<file path="config.mk">
export PLATFORM = sky130hd
export DESIGN_NAME = mul_arbiter
export DESIGN_NICKNAME = d
export VERILOG_FILES = /design/src/rtl/mul_arb_pkg.sv /design/src/rtl/rr_arbiter.sv /design/src/rtl/mul_arbiter.sv
export SDC_FILE = /design/constraint.sdc
export NUM_CORES = 1
export LEC_CHECK = 0
export BUFFER_PORTS_ARGS = -buffer_cell sky130_fd_sc_hd__buf_2
export CAP_MARGIN = 20
export CORE_ASPECT_RATIO = 0.6
export CORE_MARGIN = 3
export CORE_UTILIZATION = 40
export DETAILED_ROUTE_END_ITERATION = 12
export PLACE_DENSITY = 0.66
export SYNTH_ARGS = -nofsm -noshare
export SYNTH_HDL_FRONTEND = slang
export SYNTH_SLANG_ARGS = --single-unit
</file>
<file path="constraint.sdc">
create_clock -name clk -period 5.8 [get_ports clk]
set_input_delay 1.74 -clock clk [delete_from_list [all_inputs] [get_ports clk]]
set_output_delay 1.74 -clock clk [all_outputs]
set_load 0.1 [all_outputs]
</file>
<file path="src/rtl/mul_arb_pkg.sv">
// Shared types and widths for the multiplier arbiter.
// Holds the controller state encoding and the operand/result widths.
package mul_arb_pkg;

    localparam int unsigned OP_W  = 8;
    localparam int unsigned RES_W = 16;

    typedef enum logic [2:0] {
        ST_IDLE,
        ST_ISSUE,
        ST_WAIT_BUSY,
        ST_RUN,
        ST_RESP
    } state_t;

    // Index width for a requester vector, never narrower than one bit.
    function automatic int unsigned idx_width(input int unsigned n);
        return (n > 1) ? $clog2(n) : 1;
    endfunction

endpackage

</file>
<file path="src/rtl/rr_arbiter.sv">
// Round-robin pick: the first active request after the last grant wins.
module rr_arbiter
    import mul_arb_pkg::*;
#(
    parameter int unsigned N_REQ = 4,
    parameter int unsigned IDX_W = idx_width(N_REQ)
) (
    input  logic [N_REQ-1:0] req,
    input  logic [IDX_W-1:0] last,
    output logic [N_REQ-1:0] grant_c,
    output logic [IDX_W-1:0] idx_c,
    output logic             valid_c
);

    always_comb begin
        grant_c = '0;
        idx_c   = '0;
        valid_c = 1'b0;
        // Offset N_REQ wraps back to the last grantee, so it ranks lowest.
        for (int k = 1; k <= int'(N_REQ); k++) begin
            int j;
            j = (int'(last) + k) % int'(N_REQ);
            if (!valid_c && req[IDX_W'(j)]) begin
                valid_c              = 1'b1;
                grant_c[IDX_W'(j)]   = 1'b1;
                idx_c                = IDX_W'(j);
            end
        end
    end

endmodule

</file>
<file path="src/rtl/mul_arbiter.sv">
// Shares one multi-cycle multiplier between N_REQ requesters, one operation
// in flight, with start and run timeouts reported through rsp_err.
module mul_arbiter
    import mul_arb_pkg::*;
#(
    parameter int unsigned N_REQ    = 4,
    parameter int unsigned START_TO = 4,
    parameter int unsigned TIMEOUT  = 64
) (
    input  logic                  clk,
    input  logic                  rst,
    input  logic [N_REQ-1:0]      req_valid,
    input  logic [OP_W*N_REQ-1:0] req_a,
    input  logic [OP_W*N_REQ-1:0] req_b,
    output logic [N_REQ-1:0]      req_ready,
    output logic [N_REQ-1:0]      rsp_valid,
    input  logic [N_REQ-1:0]      rsp_ready,
    output logic [RES_W-1:0]      rsp_result,
    output logic                  rsp_err,
    output logic [OP_W-1:0]       mul_a,
    output logic [OP_W-1:0]       mul_b,
    output logic                  mul_start,
    input  logic                  mul_busy,
    input  logic [RES_W-1:0]      mul_result
);

    localparam int unsigned IDX_W   = idx_width(N_REQ);
    localparam int unsigned CNT_MAX = (START_TO > TIMEOUT) ? START_TO : TIMEOUT;
    localparam int unsigned CNT_W   = $clog2(CNT_MAX + 1);

    // Counters hold the cycles already spent, so the limit is one below.
    localparam logic [CNT_W-1:0] START_LIM   = CNT_W'(START_TO - 1);
    localparam logic [CNT_W-1:0] TIMEOUT_LIM = CNT_W'(TIMEOUT - 1);
    localparam logic [CNT_W-1:0] CNT_SAT     = '1;

    state_t           state;
    logic [IDX_W-1:0] last_grant;
    logic [IDX_W-1:0] gnt_idx;
    logic [N_REQ-1:0] gnt_oh;
    logic [CNT_W-1:0] cnt;

    logic [N_REQ-1:0] arb_grant_c;
    logic [IDX_W-1:0] arb_idx_c;
    logic             arb_valid_c;
    logic [OP_W-1:0]  sel_a_c;
    logic [OP_W-1:0]  sel_b_c;
    logic [CNT_W-1:0] cnt_inc_c;

    rr_arbiter #(
        .N_REQ (N_REQ),
        .IDX_W (IDX_W)
    ) u_rr_arbiter (
        .req     (req_valid),
        .last    (last_grant),
        .grant_c (arb_grant_c),
        .idx_c   (arb_idx_c),
        .valid_c (arb_valid_c)
    );

    // Operand mux driven by the one-hot grant.
    always_comb begin
        sel_a_c = '0;
        sel_b_c = '0;
        for (int i = 0; i < int'(N_REQ); i++) begin
            if (arb_grant_c[i]) begin
                sel_a_c = sel_a_c | req_a[i*OP_W +: OP_W];
                sel_b_c = sel_b_c | req_b[i*OP_W +: OP_W];
            end
        end
    end

    assign cnt_inc_c = (cnt == CNT_SAT) ? cnt : cnt + CNT_W'(1);

    // Controller: all outputs registered, so each is set on entry to its state.
    always_ff @(posedge clk or posedge rst) begin
        if (rst) begin
            state      <= ST_IDLE;
            last_grant <= IDX_W'(N_REQ - 1);
            gnt_idx    <= '0;
            gnt_oh     <= '0;
            cnt        <= '0;
            req_ready  <= '0;
            rsp_valid  <= '0;
            rsp_result <= '0;
            rsp_err    <= 1'b0;
            mul_a      <= '0;
            mul_b      <= '0;
            mul_start  <= 1'b0;
        end else begin
            req_ready <= '0;
            mul_start <= 1'b0;
            case (state)
                ST_IDLE: begin
                    if (arb_valid_c) begin
                        gnt_idx   <= arb_idx_c;
                        gnt_oh    <= arb_grant_c;
                        req_ready <= arb_grant_c;
                        mul_a     <= sel_a_c;
                        mul_b     <= sel_b_c;
                        mul_start <= 1'b1;
                        state     <= ST_ISSUE;
                    end
                end
                ST_ISSUE: begin
                    cnt   <= '0;
                    state <= ST_WAIT_BUSY;
                end
                ST_WAIT_BUSY: begin
                    if (mul_busy) begin
                        cnt   <= '0;
                        state <= ST_RUN;
                    end else if (cnt >= START_LIM) begin
                        rsp_err    <= 1'b1;
                        rsp_result <= '0;
                        rsp_valid  <= gnt_oh;
                        state      <= ST_RESP;
                    end else begin
                        cnt <= cnt_inc_c;
                    end
                end
                ST_RUN: begin
                    if (!mul_busy) begin
                        rsp_err    <= 1'b0;
                        rsp_result <= mul_result;
                        rsp_valid  <= gnt_oh;
                        state      <= ST_RESP;
                    end else if (cnt >= TIMEOUT_LIM) begin
                        rsp_err    <= 1'b1;
                        rsp_result <= '0;
                        rsp_valid  <= gnt_oh;
                        state      <= ST_RESP;
                    end else begin
                        cnt <= cnt_inc_c;
                    end
                end
                ST_RESP: begin
                    // Only the granted requester can retire the response.
                    if (rsp_ready[gnt_idx]) begin
                        rsp_valid  <= '0;
                        last_grant <= gnt_idx;
                        state      <= ST_IDLE;
                    end
                end
                default: state <= ST_IDLE;
            endcase
        end
    end

endmodule

</file>
== After elaboration in Yosys (flattened, before gate mapping) ==
Cells that the tools add are included.

* Add/sub/neg operators: 5
* Order comparisons: 11
* Equal/unequal tests: 14
* Muxes and demuxes: 75
* Bitwise gates (word level): 9
* Reduce and logical (&&, ||, !) cells: 20

{| class="wikitable"
|+ Operators with widths
! cell !! count
|-
| $mux W16 || 4
|-
| $mux W8 || 8
|-
| $or A8 B8 Y8 || 6
|-
| $mux W4 || 11
|-
| $mux W7 || 5
|-
| $pmux W16 S2 || 1
|-
| $mux W1 || 23
|-
| $pmux W7 S3 || 1
|-
| $mux W3 || 6
|-
| $lt A2 B4 Y1 const B || 4
|-
| $pmux W3 S5 || 1
|-
| $ne A2 B2 Y1 const B || 6
|-
| $or A4 B4 Y4 || 3
|-
| $pmux W4 S3 || 1
|-
| $reduce_and A4 Y1 || 3
|-
| $bmux W1 S2 || 5
|-
| $ne A3 B3 Y1 const B || 3
|-
| $demux W1 S2 || 4
|-
| $ge A2 B1 Y1 const B || 4
|-
| $mux W2 || 4
|-
| $add A7 B1 Y7 const B || 1
|-
| $eq A7 B7 Y1 const B || 1
|-
| $ge A7 B2 Y1 const B || 1
|-
| $ge A7 B6 Y1 const B || 1
|-
| 14 further kinds || 27
|}

* Bits in registers: 60
* Bits of input ports: 91
* Output and inout port bits: 42
* Word-level logic and storage cells: 146

== Longest topological paths before layout ==
Gate-level depths: netlist of the first run.

* Depth in word-level cells: 21
* Mapped depth: 15

== By module ==
From an unflattened synthesis of the first run, not the netlist that was laid out.

* Cells, all modules: 287
* Area, all modules: 3176.8 um^2

{| class="wikitable"
|+ By module, submodules not included
! module !! times used !! cells each !! area an instance (um^2)
|-
| mul_arbiter || 1 || 237 || 2691.3
|-
| rr_arbiter || 1 || 50 || 485.5
|}

== Worst setup path before layout of the first run ==
OpenSTA, ideal clock, no wires.

* Path kind: input-to-reg
* From: input req_valid[2]
* To: register mul_a[0]
* Setup time: 82 ps
* Arrival time: 3361 ps
* Required time: 5718 ps
* Setup slack: 2357 ps
* Cell stages on the path: 9
* Buffers on the path: 4
* Cells stage by stage: mux4_2 -> buf_6 -> nor4b_4 -> buf_6 -> a32o_1 -> buf_6 -> buf_8 -> a22oi_1 -> a31oi_1

* Longest elaborated chain between the ends: 20
* Elaborated cells between the ends (all ways): 37
* Classes of those cells: mux (24); bitwise (6); reduce/logical (7)

{| class="wikitable"
|+ RTL lines
! item !! line !! text
|-
| start, declared || mul_arbiter.sv:12 || <nowiki>input logic [N_REQ-1:0] req_valid,</nowiki>
|-
| $bmux W1 S2 || rr_arbiter.sv:23 || <nowiki>if (!valid_c && req[IDX_W'(j)]) begin</nowiki>
|-
| $mux W1 (not written as such) (2 in series) || rr_arbiter.sv:23 ||
|-
| $mux W1 || rr_arbiter.sv:23 ||
|-
| $logic_not A1 Y1 || rr_arbiter.sv:23 ||
|-
| $logic_and A1 B1 Y1 || rr_arbiter.sv:23 ||
|-
| $mux W1 || rr_arbiter.sv:23 ||
|-
| $logic_not A1 Y1 || rr_arbiter.sv:23 ||
|-
| $logic_and A1 B1 Y1 || rr_arbiter.sv:23 ||
|-
| [3 not listed] || - ||
|-
| $mux W4 || rr_arbiter.sv:23 ||
|-
| $mux W8 || mul_arbiter.sv:65 || <nowiki>if (arb_grant_c[i]) begin</nowiki>
|-
| $or A8 B8 Y8 || mul_arbiter.sv:66 || <nowiki>sel_a_c = sel_a_c | req_a[i*OP_W +: OP_W];</nowiki>
|-
| $mux W8 || mul_arbiter.sv:65 ||
|-
| $or A8 B8 Y8 || mul_arbiter.sv:66 ||
|-
| $mux W8 || mul_arbiter.sv:65 ||
|-
| $or A8 B8 Y8 || mul_arbiter.sv:66 ||
|-
| $mux W8 || mul_arbiter.sv:65 ||
|-
| end signal, assigned || mul_arbiter.sv:98 || <nowiki>mul_a <= sel_a_c;</nowiki>
|-
| end, declared || mul_arbiter.sv:20 || <nowiki>output logic [OP_W-1:0] mul_a,</nowiki>
|}

Parallel ways exist; a longest one is shown, timed or not. The select of a mux whose other input is x is not followed.
A chain may end at the register's enable or synchronous reset.

== Worst setup path in the final report of the first run ==
* From: input req_valid[3]
* To: register mul_b[7]

* Longest elaborated chain between the ends: 20
* Elaborated cells between the ends (all ways): 37
* Classes of those cells: mux (24); bitwise (6); reduce/logical (7)

{| class="wikitable"
|+ RTL lines
! item !! line !! text
|-
| $bmux W1 S2 || rr_arbiter.sv:23 ||
|-
| $mux W1 (not written as such) (2 in series) || rr_arbiter.sv:23 ||
|-
| $mux W1 || rr_arbiter.sv:23 ||
|-
| $logic_not A1 Y1 || rr_arbiter.sv:23 ||
|-
| $logic_and A1 B1 Y1 || rr_arbiter.sv:23 ||
|-
| $mux W1 || rr_arbiter.sv:23 ||
|-
| $logic_not A1 Y1 || rr_arbiter.sv:23 ||
|-
| $logic_and A1 B1 Y1 || rr_arbiter.sv:23 ||
|-
| [3 not listed] || - ||
|-
| $mux W4 || rr_arbiter.sv:23 ||
|-
| $mux W8 || mul_arbiter.sv:65 ||
|-
| $or A8 B8 Y8 || mul_arbiter.sv:67 || <nowiki>sel_b_c = sel_b_c | req_b[i*OP_W +: OP_W];</nowiki>
|-
| $mux W8 || mul_arbiter.sv:65 ||
|-
| $or A8 B8 Y8 || mul_arbiter.sv:67 ||
|-
| $mux W8 || mul_arbiter.sv:65 ||
|-
| $or A8 B8 Y8 || mul_arbiter.sv:67 ||
|-
| $mux W8 || mul_arbiter.sv:65 ||
|-
| end signal, assigned || mul_arbiter.sv:99 || <nowiki>mul_b <= sel_b_c;</nowiki>
|-
| end, declared || mul_arbiter.sv:21 || <nowiki>output logic [OP_W-1:0] mul_b,</nowiki>
|}

Parallel ways exist; a longest one is shown, timed or not. The select of a mux whose other input is x is not followed.

==> run summary, run 1 <==
Clock tree
* insertion delay of the later-clocked pin in the worst-skew pair: 0.33 ns
* CTS tree: yes
* Clk Tree Root Cell: clkbuf_16
* number of buffers inserted by post-CTS setup repair: 0
* number of H-tree branching levels: 3
* Num CTS Buffers: 9
* count of cells resized by post-cts repair: 0
* register clock-pin slew on the reported worst setup and hold paths: 0.05 ns
* CTS max path bufs: 2
* # hold bufs at CTS: 0
* Clock Sink Count: 60

STA
* period utilization: 0.723
* final critical delay including setup and external delays: 4.19 ns
* Fin Clk Skew: 0.00678 ns
* setup repair after global routing missed its margin: no
* sum of negative setup slack: 0 ns
* Final setup viols: 0
* max-slew violation count: 0
* max-slew headroom at the worst pin: 0.372
* slew of the pin with the lowest slew margin: 0.942 ns
* Fmax: 238 MHz
* count of endpoints failing hold in the final timing report: 0

Die
* CORE AREA: 8910 sq um
* full die area: 10800 sq um
* die height: 81.8 um
* Die Width: 132 um
* total I/O pin count: 133
* floorplan row count: 26
* effective utilization at floorplan: 0.430

Yosys
* Synth Area per Inst: 9.51 sq um
* post-synthesis sequential element count: 60
* top_reg_cell synth: dfrtp_1
* Mapped Area: 3830 sq um
* number of different library cells in the post-synthesis netlist: 57
* sequential share of the synthesized area: 0.392
* Async SR Flop Fraction: 1.00
* Yosys warning total: 0
* Syn Inst Count: 403
* count of flip-flops with a built-in enable after synthesis: 0
* Syn Nets: 503

Global routing
* via count of the first global-routing pass: 3758
* wire length of the first global-routing pass: 19.2 mm
* largest net degree at the start of global routing: 43
* initial antenna violation count: 0
* GR Overflow Total: 0
* global-route usage over all layers: 0.223

Finish
* final layout net count: 614
* register cell area after layout: 1500 sq um
* synthesis-to-finish area growth: 25.7%
* Fillers: 848
* number of cells in the finished layout apart from fillers: 644
* multi-input gate area in the final layout: 2080 sq um
* post-route cell area: 4820 sq um
* layout cells sized above 1: 0.338
* number of inserted diodes: 0

Placement
* Post-Place Cells: 627
* HPWL Detailed: 8.44 mm
* count of port buffers added during placement: 132
* cell area after placement: 4470 sq um
* weighted congestion reported at the end of routability-driven placement: 0.845

Route
* count of nets left with antenna violations after detail routing: 0
* iteration count of the initial detailed-routing pass: 6
* # DRC: 0
* Wirelength per Cell: 18.9 um
* via density per instance: 6.02
* number of design-rule violations left by the first detailed-router iteration: 366
* total number of vias: 3876
* wire length reported by the detailed router: 12.2 mm

Critical path
* slowest stage cell, crit path: mux4_2
* worst path arrival time: 4.39 ns
* CP required: 5.99 ns
* CP endpoint kind: register
* Bufs and invs on worst path: 2
* Setup CP Type: input port to register
* Critical Path Max Stage Delay: 0.67 ns
* crit start category: input port
* critical-path maximum fanout: 33
* crit path cell chain: buf_2 > mux4_2 > nor4_2 > nand2b_1 > inv_2 > o31ai_1 > a311oi_1 > a31oi_1
* critical path's top delay family: buffers and inverters

Job
* number of max-capacitance violations reported: 0

Status
* run status: complete, no violations

Hold path
* Hold WC Path Type: register to register

layout make-up:
cell class / count / area share
repair buffers: 138 / 0.148
clock inverters: 4 / 0.0151
clock buffers: 11 / 0.0525
multi-input cells: 296 / 0.433
well taps: 126 / 0.0327
flip-flops and latches: 60 / 0.312
inverters: 9 / 0.00701
worst reg2reg max path: stages (launching register included):
cell and delay, ns:
dfstp_2 0.77, inv_1 0.18, ha_1 0.53, mux4_2 0.69, nor4_2 0.11, nand2b_1 0.43, inv_2 0.57, o31ai_1 0.18
a311oi_1 0.39, a31oi_1 0.15
flip-flops by register name, indices dropped and copies added (netlist names):
| signal | flops |
|---|---|
| rsp_valid | 4 |
| last_grant | 2 |
| state | 3 |
| mul_b | 8 |
| rsp_err | 1 |
| gnt_oh | 4 |
| mul_a | 8 |
| gnt_idx | 2 |
| rsp_result | 16 |
| mul_start | 1 |
| req_ready | 4 |
| cnt | 7 |
cells by family after synthesis:
| logic type | Yosys count | share of synthesized area |
|---|---|---|
| and+or+nand+nor | 114 | 0.157 |
| buffers and inverters | 47 | 0.0640 |
| muxes | 17 | 0.0623 |
| adders and majority gates | 9 | 0.0294 |
| AOI/OAI and AO/OA | 155 | 0.293 |
| DFF | 60 | 0.392 |
| xor gates and xnor gates | 1 | 0.00229 |
cells in the final DEF (no fill, tap or decap), drive strengths merged, types with 10 or more instances in the layout:
master and instances:
buf 138, a31oi 18, a22o 16, a311oi 17, clkbuf 11, o31ai 19, and3 18, nand2b 10
dfrtp 58, a22oi 35, nand2 25, a21oi 11, nor2 30, o21ai 23
per-layer routing:
metal  global-route usage  vias up  wire, um
met5                    0        -         0
li1                     -     1766         -
met3               0.0594       14      1180
met4               0.0633        0       132
met1                0.302     1881      5510
met2                0.357      215      5330
through the flow:
step                setup WS (ns)  hold WS (ns)  utilization
floorplan                    2.36         0.450            -
detailed placement           1.33         0.480        0.502
CTS                          1.68         0.493        0.538
finish                       1.61         0.489        0.541
global route                 1.42         0.513        0.541
global placement             1.35         0.473        0.502
Yosys cell counts (2+ instances only):
cell type / n / area, sq um
o21ai_1: 2 / 10.0
inv_1: 8 / 30.0
o31ai_1: 19 / 143
mux2_2: 5 / 56.3
and3_1: 18 / 113
a22oi_1: 33 / 248
ha_1: 9 / 113
mux2i_1: 7 / 70.1
clkbuf_1: 19 / 71.3
mux4_2: 5 / 113
clkbuf_2: 2 / 10.0
nor2b_1: 5 / 31.3
dfstp_2: 2 / 52.6
and2_1: 4 / 25.0
nor2_1: 30 / 113
buf_4: 2 / 15.0
nor3_1: 5 / 25.0
nand3b_1: 3 / 22.5
buf_2: 8 / 40.0
a22oi_2: 2 / 25.0
buf_6: 5 / 56.3
a31o_2: 2 / 17.5
dfrtp_1: 58 / 1450
a21oi_1: 11 / 55.1
a311oi_1: 17 / 149
nand3_1: 3 / 15.0
nand2_1: 25 / 93.8
a31oi_1: 18 / 113
nand2b_1: 10 / 62.6
a22o_1: 16 / 140
a21o_1: 3 / 22.5
nand4_1: 2 / 12.5
o21ai_0: 21 / 105
path summary, 6_finish.rpt:
check                                          start                         end  slack [ns]  cells after the start
setup / recovery                        req_valid[3]        mul_b[7]$_DFFE_PP0P_        1.61                      8
hold / removal                 gnt_oh[0]$_DFFE_PP0P_       gnt_oh[0]$_DFFE_PP0P_        0.49                      2
setup reg to reg           last_grant[0]$_DFFE_PP1P_        mul_b[7]$_DFFE_PP0P_        1.68                      9
hold reg to reg                gnt_oh[0]$_DFFE_PP0P_       gnt_oh[0]$_DFFE_PP0P_        0.49                      2
max in group asynchronous                        rst   last_grant[0]$_DFFE_PP1P_        3.54                      3
min in group asynchronous                        rst  rsp_result[14]$_DFFE_PP0P_        1.38                      2
Power of run 1 is left out: the tool's default activity adds up to more than one toggle a clock period on the data nets, which glitch-free logic cannot reach.
==> run 2: changes to the inputs <==
Clock period 5.8 ns to 4.3 ns, I/O delays scaled along.
==> run summary, run 2 (synthesis gave the netlist of run 1 again) <==
Status
* run status: complete, no violations, unchanged

STA
* count of endpoints failing hold in the final timing report: 0, unchanged
* max-slew headroom at the worst pin: 0.398, was 0.372
* final critical delay including setup and external delays: 3.73 ns
* sum of negative setup slack: 0 ns, unchanged
* Fmax: 268 MHz
* setup repair after global routing missed its margin: no, unchanged
* worst hold margin: 0.483 ns, was 0.489 ns
* Final setup viols: 0, unchanged
* setup slack after layout: 0.574 ns, was 1.61 ns
* max-slew violation count: 0, unchanged
* period utilization: 0.867
* slew of the pin with the lowest slew margin: 0.902 ns, was 0.942 ns
* Fin Clk Skew: 0.00349 ns, was 0.00678 ns

Route
* number of design-rule violations left by the first detailed-router iteration: 290, was 366
* iteration count of the initial detailed-routing pass: 6, unchanged
* # DRC: 0, unchanged
* via density per instance: 5.80, was 6.02
* Wirelength per Cell: 17.9 um, was 18.9 um
* total number of vias: 3766, was 3876
* count of nets left with antenna violations after detail routing: 0, unchanged
* wire length reported by the detailed router: 11.6 mm, was 12.2 mm

Finish
* post-route cell area: 4810 sq um, was 4820 sq um
* Regs by FF count: rsp_result: 16 flops, mul_a: 8 flops, mul_b: 8 flops, unchanged
* layout cells sized above 1: 0.342, was 0.338
* multi-input gate area in the final layout: 2080 sq um, unchanged
* commonest non-fill, non-tap cells in the layout: buf_2, dfrtp_1, a22oi_1, unchanged
* Fillers: 851, was 848
* synthesis-to-finish area growth: 25.5%, was 25.7%
* most common cell after layout, fill and taps aside: buf_2, unchanged
* register cell area after layout: 1500 sq um, unchanged
* max reg flops: 16, unchanged
* number of inserted diodes: 0, unchanged
* final layout net count: 618, was 614
* register name with the most flops: rsp_result, unchanged

Die
* effective utilization at floorplan: 0.430, unchanged
* full die area: 10800 sq um, unchanged
* total I/O pin count: 133, unchanged
* Die Width: 132 um, unchanged
* die height: 81.8 um, unchanged
* floorplan row count: 26, unchanged
* CORE AREA: 8910 sq um, unchanged

Critical path
* worst path arrival time: 3.98 ns, was 4.39 ns
* CP required: 4.55 ns, was 5.99 ns
* critical-path maximum fanout: 17, was 33
* CP endpoint kind: register, unchanged
* Setup CP Type: register to register, was input port to register
* crit start category: register, was input port

Clock tree
* CTS max path bufs: 2, unchanged
* register clock-pin slew on the reported worst setup and hold paths: 0.05 ns, about the same
* number of H-tree branching levels: 3, unchanged
* Clk Tree Root Cell: clkbuf_16, unchanged
* # hold bufs at CTS: 0, unchanged
* Clock Sink Count: 60, unchanged
* count of cells resized by post-cts repair: 0, unchanged
* insertion delay of the later-clocked pin in the worst-skew pair: 0.33 ns, about the same
* number of buffers inserted by post-CTS setup repair: 0, unchanged
* Num CTS Buffers: 9, unchanged
* CTS tree: yes, unchanged

Placement
* worst slack at placement: 0.500 ns, was 1.33 ns
* HPWL Detailed: 8.33 mm, was 8.44 mm
* cell area after placement: 4510 sq um, was 4470 sq um
* count of port buffers added during placement: 132, unchanged
* weighted congestion reported at the end of routability-driven placement: 0.830, was 0.845

Job
* number of max-capacitance violations reported: 0, unchanged

Global routing
* initial antenna violation count: 0, unchanged
* wire length of the first global-routing pass: 18.4 mm, was 19.2 mm
* global-route usage over all layers: 0.214, was 0.223
* GR Overflow Total: 0, unchanged
* largest net degree at the start of global routing: 39, was 43
* via count of the first global-routing pass: 3553, was 3758

Hold path
* Hold WC Path Type: register to register, unchanged

==> run 2: path summary, 6_finish.rpt <==
kind / start / end / slack [ns] / cells after the start
worst min register to register: gnt_oh[2]$_DFFE_PP0P_ / gnt_oh[2]$_DFFE_PP0P_ / 0.48 / 2
min in group asynchronous: rst / mul_start$_DFF_PP0_ / 1.12 / 2
worst min-delay path: gnt_oh[2]$_DFFE_PP0P_ / gnt_oh[2]$_DFFE_PP0P_ / 0.48 / 2
worst max register to register: last_grant[1]$_DFFE_PP1P_ / mul_a[7]$_DFFE_PP0P_ / 0.57 / 7
worst max-delay path: last_grant[1]$_DFFE_PP1P_ / mul_a[7]$_DFFE_PP0P_ / 0.57 / 7
max in group asynchronous: rst / rsp_result[0]$_DFFE_PP0P_ / 2.36 / 3
==> run 2: worst max-delay path: stages, from the launching register on <==
cell and delay (ns):
dfstp_2 0.69, inv_1 0.19, ha_1 0.54, mux4_2 0.53, nor4b_4 0.57, and2_1 0.66
o21ai_0 0.29, a31oi_1 0.18
==> run 2: metal layers <==
layer  wire (um)  vias up  global-route usage
li1            -     1780                   -
met1        5380     1776               0.299
met2        4990      200               0.320
met3        1150       10              0.0747
met4          78        0              0.0477
met5           0        -                   0
==> run 2: cell type report <==
| type | count | share of cell area |
|---|---|---|
| Inverter | 9 | 0.00702 |
| Tap cell | 126 | 0.0328 |
| Clock inverter | 6 | 0.0135 |
| Multi-Input combinational cell | 296 | 0.433 |
| Timing Repair Buffer | 142 | 0.153 |
| Sequential cell | 60 | 0.313 |
| Clock buffer | 10 | 0.0476 |
==> run 2: through the flow <==
stage / instances / util
after global placement: 632 / 0.506
after detailed placement: 632 / 0.506
after CTS: 648 / 0.539
after floorplan: 403 / -
after global routing: 649 / 0.540
final: 649 / 0.540
Power of run 2 is left out for the same reason.
